===== config.mk =====
export PLATFORM = sky130hd
export DESIGN_NAME = rr_arb8_flat
export DESIGN_NICKNAME = d
export VERILOG_FILES = /design/src/rtl/rr_arb8_if.sv /design/src/rtl/rr_arb8.sv /design/src/flat_wrapper.sv
export SDC_FILE = /design/constraint.sdc
export NUM_CORES = 1
export LEC_CHECK = 0
export ABC_AREA = 1
export CAP_MARGIN = 20
export CORE_MARGIN = 4
export CORE_UTILIZATION = 58
export CTS_CLUSTER_SIZE = 10
export DETAILED_ROUTE_END_ITERATION = 16
export GPL_ROUTABILITY_DRIVEN = 0
export GPL_TIMING_DRIVEN = 0
export PLACE_DENSITY = 0.85
export SLEW_MARGIN = 20
export SYNTH_ARGS = -nofsm -noshare
export SYNTH_HDL_FRONTEND = slang
export SYNTH_SLANG_ARGS = --single-unit

===== constraint.sdc =====
create_clock -name clk -period 4.64 [get_ports clk]
set_clock_uncertainty 0.1 [all_clocks]
set_input_delay 1.16 -clock clk [delete_from_list [all_inputs] [get_ports clk]]
set_output_delay 1.16 -clock clk [all_outputs]
set_load 0.01 [all_outputs]

===== src/rtl/rr_arb8_if.sv =====
// rtl/rr_arb8_if.sv - request/grant bundle between requesters and rr_arb8
// Arbiter side uses the slave modport; the requester side uses master.
interface rr_arb8_if;
  logic [7:0] req;
  logic       done;
  logic [7:0] gnt;
  logic [2:0] gnt_idx;
  logic       busy;
  logic       timeout;

  modport slave (
    input  req,
    input  done,
    output gnt,
    output gnt_idx,
    output busy,
    output timeout
  );

  modport master (
    output req,
    output done,
    input  gnt,
    input  gnt_idx,
    input  busy,
    input  timeout
  );
endinterface


===== src/rtl/rr_arb8.sv =====
// rtl/rr_arb8.sv - eight-way round-robin arbiter with registered one-hot grant
// Optional forced release after TIMEOUT_CYCLES is enabled by defining ARB_TIMEOUT_EN.
module rr_arb8 #(
  parameter int unsigned TIMEOUT_CYCLES = 16
) (
  input  logic     clk,
  input  logic     rst,
  rr_arb8_if.slave bus
);

  typedef enum logic {S_IDLE, S_GRANT} state_t;

  state_t     r_state, w_state_nxt;
  logic [2:0] r_ptr, w_ptr_nxt;
  logic [2:0] r_gnt_idx, w_gnt_idx_nxt;
  logic [7:0] r_gnt, w_gnt_nxt;
  logic       r_busy, w_busy_nxt;
  logic [2:0] w_winner;
  logic [2:0] w_cand;
  logic       w_found;
  logic       w_release;
  logic       w_expire;

  if (TIMEOUT_CYCLES < 1 || TIMEOUT_CYCLES > 255) begin : g_bad_timeout
    $error("rr_arb8: TIMEOUT_CYCLES must be in 1..255");
  end

  // First requester at or after the pointer, wrapping mod 8.
  always_comb begin
    w_winner = '0;
    w_found  = 1'b0;
    w_cand   = '0;
    for (int i = 0; i < 8; i++) begin
      w_cand = r_ptr + 3'(i);
      if (!w_found && bus.req[w_cand]) begin
        w_winner = w_cand;
        w_found  = 1'b1;
      end
    end
  end

  assign w_release = bus.done || !bus.req[r_gnt_idx];

`ifdef ARB_TIMEOUT_EN
  logic [7:0] r_hold;
  logic       r_timeout;

  assign w_expire = (r_hold == 8'(TIMEOUT_CYCLES - 1));

  always_ff @(posedge clk) begin
    if (rst) begin
      r_hold    <= '0;
      r_timeout <= 1'b0;
    end else begin
      if (r_state == S_IDLE && w_found) r_hold <= '0;
      else if (r_state == S_GRANT)       r_hold <= r_hold + 8'd1;
      // A same-edge done counts as a normal release, so no pulse then.
      r_timeout <= (r_state == S_GRANT) && w_expire && !w_release;
    end
  end

  assign bus.timeout = r_timeout;
`else
  assign w_expire    = 1'b0;
  assign bus.timeout = 1'b0;
`endif

  always_comb begin
    w_state_nxt   = r_state;
    w_ptr_nxt     = r_ptr;
    w_gnt_idx_nxt = r_gnt_idx;
    w_gnt_nxt     = r_gnt;
    w_busy_nxt    = r_busy;
    case (r_state)
      S_IDLE: begin
        if (w_found) begin
          w_state_nxt   = S_GRANT;
          w_gnt_idx_nxt = w_winner;
          w_gnt_nxt     = 8'd1 << w_winner;
          w_busy_nxt    = 1'b1;
        end
      end
      S_GRANT: begin
        if (w_release || w_expire) begin
          w_state_nxt = S_IDLE;
          w_gnt_nxt   = '0;
          w_busy_nxt  = 1'b0;
          w_ptr_nxt   = r_gnt_idx + 3'd1;
        end
      end
      default: w_state_nxt = S_IDLE;
    endcase
  end

  always_ff @(posedge clk) begin
    if (rst) begin
      r_state   <= S_IDLE;
      r_ptr     <= '0;
      r_gnt_idx <= '0;
      r_gnt     <= '0;
      r_busy    <= 1'b0;
    end else begin
      r_state   <= w_state_nxt;
      r_ptr     <= w_ptr_nxt;
      r_gnt_idx <= w_gnt_idx_nxt;
      r_gnt     <= w_gnt_nxt;
      r_busy    <= w_busy_nxt;
    end
  end

  assign bus.gnt     = r_gnt;
  assign bus.gnt_idx = r_gnt_idx;
  assign bus.busy    = r_busy;

endmodule


===== src/flat_wrapper.sv =====
// flat-port wrapper written by rule: the top's interface ports become plain ports
module rr_arb8_flat 
#(
  parameter int unsigned TIMEOUT_CYCLES = 16
)
  (clk, rst, bus_req, bus_done, bus_gnt, bus_gnt_idx, bus_busy, bus_timeout);
  rr_arb8_if bus_i ();
  input  logic clk;
  input  logic rst;
  input wire logic [$bits(bus_i.req)-1:0] bus_req;
  input wire logic [$bits(bus_i.done)-1:0] bus_done;
  output wire logic [$bits(bus_i.gnt)-1:0] bus_gnt;
  output wire logic [$bits(bus_i.gnt_idx)-1:0] bus_gnt_idx;
  output wire logic [$bits(bus_i.busy)-1:0] bus_busy;
  output wire logic [$bits(bus_i.timeout)-1:0] bus_timeout;
  assign bus_i.req = bus_req;
  assign bus_i.done = bus_done;
  assign bus_gnt = bus_i.gnt;
  assign bus_gnt_idx = bus_i.gnt_idx;
  assign bus_busy = bus_i.busy;
  assign bus_timeout = bus_i.timeout;
  rr_arb8 #(.TIMEOUT_CYCLES(TIMEOUT_CYCLES)) u_core (.clk(clk), .rst(rst), .bus(bus_i));
endmodule

==> results of run 1 <==
-- cell usage in the layout (no fill, tap or decap) --
master / count
dfxtp_1: 16
nand2_2: 7
ha_1: 3
o221ai_1: 1
inv_4: 2
nand4_1: 6
buf_4: 1
buf_1: 1
nand3_2: 10
nor2_8: 2
xor2_1: 3
clkdlybuf4s50_1: 21
nand2_1: 47
clkbuf_8: 1
nor2_2: 5
inv_1: 19
xnor2_1: 2
nor2_1: 30
inv_2: 6
o32ai_1: 1
o21a_1: 1
a21boi_0: 1
o21ai_1: 1
buf_2: 2
a31oi_2: 1
clkbuf_4: 3
mux2i_1: 1
conb_1: 1
nand3b_4: 1
o21ai_0: 12
nand2_4: 4
a21oi_1: 10
buf_6: 2
o21bai_1: 1
nor2_4: 1
nand4_4: 1
o211ai_1: 1
nand3_1: 28
-- kinds of logic (layout without fill, tap and decap cells) --
kind of cell | Yosys count | after routing | synth area share
adders and majority gates | 3 | 3 | 0.0247
xor gates and xnor gates | 5 | 5 | 0.0288
muxes | 1 | 1 | 0.00658
DFF | 16 | 16 | 0.211
buffers and inverters | 33 | 58 | 0.0988
and+or+nand+nor | 142 | 142 | 0.513
AOI/OAI and AO/OA | 30 | 30 | 0.115
other | 1 | 1 | 0.00247
-- worst reg2reg max path: stages, from the launching register on --
cell and delay (ns):
dfxtp_1 0.35, buf_6 0.14, inv_4 0.04, buf_6 0.15, ha_1 0.42, inv_1 0.28, nand3_2 0.13, nand2_1 0.10
nor2_1 0.08, a31oi_2 0.24, inv_2 0.10, nor2_8 0.16, nand3_1 0.08, nand2_1 0.12, nand2_1 0.08, nor2_1 0.20
nand2_1 0.08, a21oi_1 0.12
-- power breakdown --
group	switching, mW	internal, mW	total (mW)
clock network	0.0450	0.0479	0.0929
logic	0.561	0.310	0.871
registers	0.0335	0.180	0.213
-- cell type report --
class	instances	area [µm²]	area share
Clock buffer	4	36.3	0.0201
Buffer	6	43.8	0.0243
Multi-Input combinational cell	182	1050	0.582
Inverter	27	106	0.0589
Tap cell	30	37.5	0.0208
Sequential cell	16	320	0.178
Timing Repair Buffer	21	210	0.117
-- routing by layer --
metal  share of wire  vias up
met3           0.025        7
met2            0.47       30
met1            0.48      684
li1                -      812
met5               0        -
met4           0.017        0
-- path summary, 6_finish.rpt --
check | slack (ns) | to | start
setup / recovery | 1.51 | u_core.bus.gnt[1]$_SDFFE_PP0P_ | bus_req[7]
setup reg to reg | 1.60 | u_core.bus.gnt[1]$_SDFFE_PP0P_ | u_core.r_ptr[0]$_SDFFE_PP0P_
hold / removal | 0.37 | u_core.bus.gnt[0]$_SDFFE_PP0P_ | u_core.bus.gnt[0]$_SDFFE_PP0P_
hold reg to reg | 0.37 | u_core.bus.gnt[0]$_SDFFE_PP0P_ | u_core.bus.gnt[0]$_SDFFE_PP0P_
-- through the flow --
step | worst slack, ns | utilization
floorplan | 2.00 | -
global placement | 1.25 | 0.714
detailed placement | 1.24 | 0.714
CTS | 1.54 | 0.728
global route | 1.29 | 0.728
finish | 1.51 | 0.728
-- state kept, by name (all words and copies together), names as in the netlist --
name and flops:
u_core.bus.busy 1, u_core.r_ptr 3, u_core.bus.gnt_idx 3, u_core.r_state 1, u_core.bus.gnt 8
==> qor.yml, run 1 <==
drcViolationCount: 0
cap_violations: 0
path_cells: "clkdlybuf4s50_1 > nand2_1 > nand3_1 > nand3_1 > nand2_2 > nor2_4 > nand4_4 > nor2_8 > nand3_1 > nand2_1 > nand2_1 > nor2_1 > nand2_1 > a21oi_1"
dpl.cell_count: 282
synth_top_area_share: 0.211
via_count: 1533
ant_nets: 0
syn_nets: 245
crit_cells: 14
grt_pass1_wl_um: 5890
total_power_mw: 1.18
area_growth_pct: 18.7
ios: 24
fin_crit_sh: 0.674
cts.hold.buffers_added: 0
cts_tree: "yes"
finalSetupTns_ns: 0
ctsResizeCount: 0
cts.clk_slew.worst_paths_ns: 0.09
setup_violations: 0
gr-total-overflow: 0
synthFlopType: "dfxtp_1"
critPathMaxStageDelay_ns: 0.48
netlist_area_mm2: 0.00152
num-fill-cells: 213
place_area_mm2: 0.00177
diodes: 0
wl_per_cell_um: 11.9
core_area_mm2: 0.00248
async_reset_ff_frac: 0
die_x_um: 59.2
status: "finished, final reports clean"
synth_edf_count: 0
arrival_ns: 3.25
crit_path_frequent_cell: "nand2_1"
clockBufferDepth: 2
grt_use_met3: 0.0218
rsz0062_at_grt: "no"
synth_area_leaders: "dfxtp_1, nand2_1, nand3_1, nor2_1, nand3_2"
leakage_nw: 0.837
ff2ff_path_depth: 17
grt-busiest-layer: "met2"
grt.total_usage: 0.212
postCtsSetupBuffers: 0
cts_htree_levels: 1
end_kind: "flip-flop"
drive_above_1_share: 0.191
synthDistinctLibCells: 35
finalNonFillerCells: 286
port_buffers: 21
dp_hpwl_um: 2770
final_cell_area_mm2: 0.00180
cts.sinks: 16
worst-path-buf-inv: 1
synth.yosys.seq_area_share: 0.211
dieHeight_um: 59.2
netlist_instances: 231
yosysTopAreaCell: "dfxtp_1"
antenna_found_initial: 0
grt_pass1_vias: 1400
timing.hold.ws_ns: 0.371
routed_wl_um: 3400
max_freq_ghz: 0.320
yosysWarnings: 0
cts-buffers-inserted: 3
hold_depth: 2
drt_first_pass_iters: 4
use_met2: 0.340
critical_path_required_ns: 4.77
worstSetupPathType: "in -> reg"
ys_ff_latch: 16
cp_top_family: "simple AND/OR/NAND/NOR gates"
slew_viol_final: 0
crit_path_top_delay_cell: "clkdlybuf4s50_1"
powerDensity_mw_per_mm2: 652
drt_iter0_markers: 72
use_met1: 0.288
hold_viol: 0
start_kind: "input pin"
synth_common_cells: "nand2_1, nor2_1, nand3_1"
period_minus_slack_ns: 3.13
final_nets: 271
die-area_mm2: 0.00350
rows: 18
post-synth-top-count-cell: "nand2_1"
vias_per_cell: 5.36
ir_drop_v: 0.000456
syn_area_per_cell_um2: 6.58
hp-class: "reg -> reg"
root_buffer: "clkbuf_4"
initial_core_util: 0.614
grt_max_degree: 11
cp_max_fo: 6
clk_latency_ns: 0.29
(Power assumes the default switching activity.)
==> run 2: changes to the inputs <==
- CORE_UTILIZATION: 58 -> 49
- PLACE_DENSITY: 0.85 -> 0.77
- clock period: 4.64 -> 2.82 ns (I/O delays scaled with it)
==> run 2 against run 1 <==
Against the previous run:
- global-route usage fell by 2.9 points
- register-to-register slack got worse by 1.4 ns
- utilization fell by 7.3 points
- final area rose by 3.5%
- power rose by 72%
- die area rose by 16%
- clock power rose by 26%
==> qor.yml, run 2 (synthesis results as in run 1) <==
clockBufferDepth: 2  # unchanged
area_growth_pct: 22.9  # was 18.7%
port_buffers: 21  # unchanged
wl_per_cell_um: 12.1  # was 11.9 µm
clk_latency_ns: 0.28  # was 0.29 ns
antenna_found_initial: 0  # unchanged
fin_crit_sh: 0.934
drt_first_pass_iters: 4  # unchanged
crit_path_top_delay_cell: "clkdlybuf4s50_1"  # unchanged
drive_above_1_share: 0.227  # was 0.191
final_common_cell: "nand2_1"  # unchanged
min_from: "u_core.bus.gnt[0]$_SDFFE_PP0P_"  # unchanged
drcViolationCount: 0  # unchanged
cts.clk_slew.worst_paths_ns: 0.08  # was 0.09 ns
routed_wl_um: 3490  # was 3400 µm
final_cell_mix: "nand2_1, nand3_1, nor2_1"  # was nand2_1, nor2_1, nand3_1
hold_viol: 0  # unchanged
powerDensity_mw_per_mm2: 1090  # was 652 mW/mm²
grt_pass1_vias: 1375  # was 1400
rows: 19  # was 18
ir_drop_v: 0.000629  # was 0.000456 V
ff2ff_path_depth: 18  # was 17
core_area_mm2: 0.00285  # was 0.00248 mm²
gr-total-overflow: 0  # unchanged
cp_max_fo: 8  # was 6
diodes: 0  # unchanged
cts.sinks: 16  # unchanged
period_minus_slack_ns: 2.63
die-area_mm2: 0.00406  # was 0.00350 mm²
setup_slack_ns: 0.187  # was 1.51 ns
critPathMaxStageDelay_ns: 0.49  # was 0.48 ns
post-place-ws_ns: -0.153  # was 1.24 ns
arrival_ns: 2.76  # was 3.25 ns
finalNonFillerCells: 287  # was 286
grt_max_degree: 11  # unchanged
dpl.cell_count: 283  # was 282
leakage_nw: 0.863  # was 0.837 nW
timing.reg2reg.setup_slack_ns: 0.22  # was 1.60 ns
place_area_mm2: 0.00177  # about the same
drt_iter0_markers: 88  # was 72
cts_tree: "yes"  # unchanged
ios: 24  # unchanged
cts-buffers-inserted: 3  # unchanged
ant_nets: 0  # unchanged
start_kind: "input pin"  # unchanged
grt_pass1_wl_um: 6040  # was 5890 µm
setup_violations: 0  # unchanged
cap_violations: 0  # unchanged
reg2reg_from: "u_core.r_ptr[0]$_SDFFE_PP0P_"  # unchanged
status: "finished, final reports clean"  # unchanged
dieHeight_um: 63.7  # was 59.2 µm
root_buffer: "clkbuf_4"  # unchanged
worst-path-buf-inv: 3  # was 1
worstSetupPathType: "in -> reg"  # unchanged
max_freq_ghz: 0.380
grt.total_usage: 0.183  # was 0.212
hold_depth: 2  # unchanged
die_x_um: 63.7  # was 59.2 µm
vias_per_cell: 5.23  # was 5.36
hold_end: "u_core.bus.gnt[0]$_SDFFE_PP0P_"  # unchanged
crit-reg2reg-capture: "u_core.bus.gnt[6]$_SDFFE_PP0P_"  # was u_core.bus.gnt[1]$_SDFFE_PP0P_
dp_hpwl_um: 2760  # was 2770 µm
initial_core_util: 0.533  # was 0.614
end_kind: "flip-flop"  # unchanged
largest_reg_flops: 8  # unchanged
path_cells: "clkdlybuf4s50_1 > nand2_1 > nand3_2 > nand3_2 > nand2_2 > nor2_4 > nand4_4 > nor2_8 > nand3b_4 > nand2_4 > inv_4 > nor2_8 > inv_2 > nor2_2 > nor2_1 > nor2_1"  # was clkdlybuf4s50_1 > nand2_1 > nand3_1 > nand3_1 > nand2_2 > nor2_4 > nand4_4 > nor2_8 > nand3_1 > nand2_1 > nand2_1 > nor2_1 > nand2_1 > a21oi_1
cp_top_family: "simple AND/OR/NAND/NOR gates"  # unchanged
critical_path_required_ns: 2.95  # was 4.77 ns
slew_viol_final: 0  # unchanged
final_cell_area_mm2: 0.00187  # was 0.00180 mm²
cts_htree_levels: 1  # unchanged
hp-class: "reg -> reg"  # unchanged
final_nets: 272  # was 271
via_count: 1500  # was 1533
-- run 2: per-stage QoR --
| stage | total power [mW] | TNS, ns | hold WS, ns | util |
|---|---|---|---|---|
| after CTS | 1.91 | 0 | 0.375 | 0.629 |
| after global placement | 1.76 | -0.736 | 0.354 | 0.620 |
| after floorplan | 1.45 | 0 | 0.364 | - |
| final | 2.03 | 0 | 0.371 | 0.655 |
| after detailed placement | 1.78 | -0.977 | 0.358 | 0.620 |
| after global routing | 2.25 | -0.111 | 0.419 | 0.655 |
-- run 2: how the worst max path moves through the flow --
stage	startpoint	end	slack [ns]	cells after the start
floorplan	u_core.r_ptr[0]$_SDFFE_PP0P_	u_core.bus.gnt[2]$_SDFFE_PP0P_	0.24	19
global placement	u_core.r_ptr[0]$_SDFFE_PP0P_	u_core.bus.gnt[0]$_SDFFE_PP0P_	-0.12	17
detailed placement	bus_req[3]	u_core.bus.gnt[0]$_SDFFE_PP0P_	-0.15	14
CTS	u_core.r_ptr[0]$_SDFFE_PP0P_	u_core.bus.gnt[0]$_SDFFE_PP0P_	0.005	17
global route	bus_req[1]	u_core.bus.gnt[2]$_SDFFE_PP0P_	-0.03	18
finish	bus_req[1]	u_core.bus.gnt[6]$_SDFFE_PP0P_	0.19	16
-- run 2: report_power, final --
part	switching, mW	leakage [nW]	internal, mW
clock network	0.0669	0.0138	0.0497
registers	0.0599	0.132	0.296
logic	0.972	0.717	0.583
-- run 2: timing repair --
action | CTS | global route
gates resized for setup | 2 | 19
hold buffers | 0 | 0
endpoints found under the setup margin | 9 | 11
buffers inserted | 0 | 1
pin swaps | 0 | 4
-- run 2: area by class of cell --
class	instances	area (µm²)
buffer	6	58.8
clock buffer	3	22.5
fill	270	985
inverter	27	111
multi-input combinational	182	1090
sequential	16	322
tap	31	38.8
timing repair buffer	22	223
-- run 2: tightest hold or removal path: stages (launching register included) --
cell and delay, ns:
dfxtp_1 0.32, nand2_1 0.06, a21oi_1 0.05
-- run 2: layer usage --
layer  wire, µm  vias up  global-route usage
li1           -      809                   -
met1       1730      660               0.253
met2       1600       26               0.284
met3         94        5              0.0231
met4         63        0              0.0782
met5          0        -                   0
==> run 3: changes to the inputs <==
- CORE_UTILIZATION: 49 -> 28
- PLACE_DENSITY: 0.77 -> default
==> run 3 against run 2 <==
Against the previous run:
- final cell count grew 14%
- sequential cell count is the same
- first-iteration DRC count is 22% lower
- setup slack better by 0.016 ns
- final area rose by 6.6%
- utilization decreased by 27 points
- critical path type unchanged
- largest cell class unchanged
==> qor.yml, run 3 (synthesis results as in run 1) <==
ir_drop_v: 0.000541  # was 0.000629 V
fin_util: 0.385  # was 0.655
period_minus_slack_ns: 2.62  # was 2.63 ns
end_kind: "flip-flop"  # unchanged
post-place-ws_ns: -0.182  # was -0.153 ns
drt_iter0_markers: 69  # was 88
cap_violations: 0  # unchanged
dieHeight_um: 81.7  # was 63.7 µm
finalNonFillerCells: 327  # was 287
area_growth_pct: 30.9  # was 22.9%
via_count: 1517  # was 1500
arrival_ns: 2.70  # was 2.76 ns
routed_wl_um: 3630  # was 3490 µm
grt_pass1_wl_um: 6190  # was 6040 µm
clk_latency_ns: 0.25  # was 0.28 ns
dpl.cell_count: 322  # was 283
dp_hpwl_um: 2920  # was 2760 µm
final_cell_mix: "nand2_1, nand3_1, nor2_1"  # unchanged
final_common_cell: "nand2_1"  # unchanged
status: "finished, final reports clean"  # unchanged
max_freq_ghz: 0.382  # was 0.380 GHz
hold_viol: 0  # unchanged
gr-total-overflow: 0  # unchanged
drcViolationCount: 0  # unchanged
path_cells: "clkdlybuf4s50_1 > nand2_1 > nand3_4 > nand3_2 > nand2_2 > nor2_4 > nand4_4 > nor2_8 > nand3_1 > nand2_2 > nand2_1 > nor2_2 > nand2_1 > a21oi_1"  # was clkdlybuf4s50_1 > nand2_1 > nand3_2 > nand3_2 > nand2_2 > nor2_4 > nand4_4 > nor2_8 > nand3b_4 > nand2_4 > inv_4 > nor2_8 > inv_2 > nor2_2 > nor2_1 > nor2_1
hp-class: "reg -> reg"  # unchanged
worstSetupPathType: "in -> reg"  # unchanged
start_kind: "input pin"  # unchanged
port_buffers: 21  # unchanged
clockBufferDepth: 2  # unchanged
cts.clk_slew.worst_paths_ns: 0.07  # was 0.08 ns
critical_path_required_ns: 2.90  # was 2.95 ns
diodes: 0  # unchanged
wl_per_cell_um: 11.1  # was 12.1 µm
ant_nets: 0  # unchanged
crit_path_top_delay_cell: "clkdlybuf4s50_1"  # unchanged
rows: 26  # was 19
core_area_mm2: 0.00517  # was 0.00285 mm²
initial_core_util: 0.294  # was 0.533
root_buffer: "clkbuf_8"  # was clkbuf_4
grt_pass1_vias: 1431  # was 1375
setup_slack_ns: 0.202  # was 0.187 ns
cts-buffers-inserted: 3  # unchanged
cts.hold.buffers_added: 0  # unchanged
cts_htree_levels: 1  # unchanged
antenna_found_initial: 0  # unchanged
fin_crit_sh: 0.928  # was 0.934
cp_max_fo: 6  # was 8
drt_first_pass_iters: 4  # unchanged
setup_violations: 0  # unchanged
cts.sinks: 16  # unchanged
final_nets: 272  # unchanged
grt.total_usage: 0.118  # was 0.183
drive_above_1_share: 0.257  # was 0.227
critPathMaxStageDelay_ns: 0.46  # was 0.49 ns
timing.hold.ws_ns: 0.366  # was 0.371 ns
powerDensity_mw_per_mm2: 1080  # was 1090 mW/mm²
vias_per_cell: 4.64  # was 5.23
slew_viol_final: 0  # unchanged
crit_path_frequent_cell: "nand2_1"
die_x_um: 81.7  # was 63.7 µm
grt_max_degree: 11  # unchanged
leakage_nw: 0.918  # was 0.863 nW
ios: 24  # unchanged
largest_reg_flops: 8  # unchanged
die-area_mm2: 0.00667  # was 0.00406 mm²
cts_tree: "yes"  # unchanged
==> run 3: changes by cell type in the layout (fill, tap and decap cells not counted), sizes merged <==
cell	previous run	this run
clkbuf	3	4
clkdlybuf4s50	19	15
dlymetal6s2s	2	6
==> run 3: worst max-delay path, delay by kind of cell <==
family / cells / cell delay [ns]
buffers and inverters: 1 / 0.46
AOI/OAI and AO/OA: 1 / 0.12
and+or+nand+nor: 12 / 1.41
==> run 3: metrics by stage <==
stage          power, mW  instance area, µm²   TNS, ns
4_1_cts             2.02                1880         0
3_5_place_dp        1.79                1820     -1.19
2_1_floorplan       1.45                1520         0
5_1_grt             2.38                1990  -0.00178
3_3_place_gp        1.78                1820    -0.968
6_report            2.15                1990         0
==> run 3: repair_timing <==
| item | in CTS | in global routing |
|---|---|---|
| setup buffers | 0 | 1 |
| hold endpoints to repair | 0 | 0 |
| setup endpoints to repair | 11 | 11 |
| pin swaps | 0 | 8 |
| gates resized for setup | 3 | 30 |
==> run 3: per-layer routing <==
layer  share of wire  vias to the layer above  track usage
met5               0                        -            0
met4           0.012                        0       0.0449
met3           0.030                        4       0.0175
met2            0.49                       25        0.195
met1            0.47                      677        0.155
li1                -                      811            -
==> run 3: power breakdown <==
part,switching [mW],total (mW),internal [mW]
registers,0.0619,0.359,0.297
logic,0.999,1.59,0.589
clock network,0.0791,0.203,0.124
total,1.14,2.15,1.01
==> run 3: final timing paths <==
| check | cells after the start | endpoint | start | slack (ns) |
|---|---|---|---|---|
| worst max-delay path | 14 | u_core.bus.gnt[0]$_SDFFE_PP0P_ | bus_req[2] | 0.20 |
| worst max register to register | 17 | u_core.bus.gnt[0]$_SDFFE_PP0P_ | u_core.r_ptr[0]$_SDFFE_PP0P_ | 0.22 |
| worst min-delay path | 2 | u_core.bus.gnt[5]$_SDFFE_PP0P_ | u_core.bus.gnt[5]$_SDFFE_PP0P_ | 0.37 |
| worst min register to register | 2 | u_core.bus.gnt[5]$_SDFFE_PP0P_ | u_core.bus.gnt[5]$_SDFFE_PP0P_ | 0.37 |
==> run 3: layout make-up <==
class | instances | area [µm²]
fillers | 549 | 3180
multi-input cells | 182 | 1130
flip-flops and latches | 16 | 322
repair buffers | 22 | 233
inverters | 27 | 111
well taps | 70 | 87.6
clock buffers | 4 | 55.1
plain buffers | 6 | 50.0
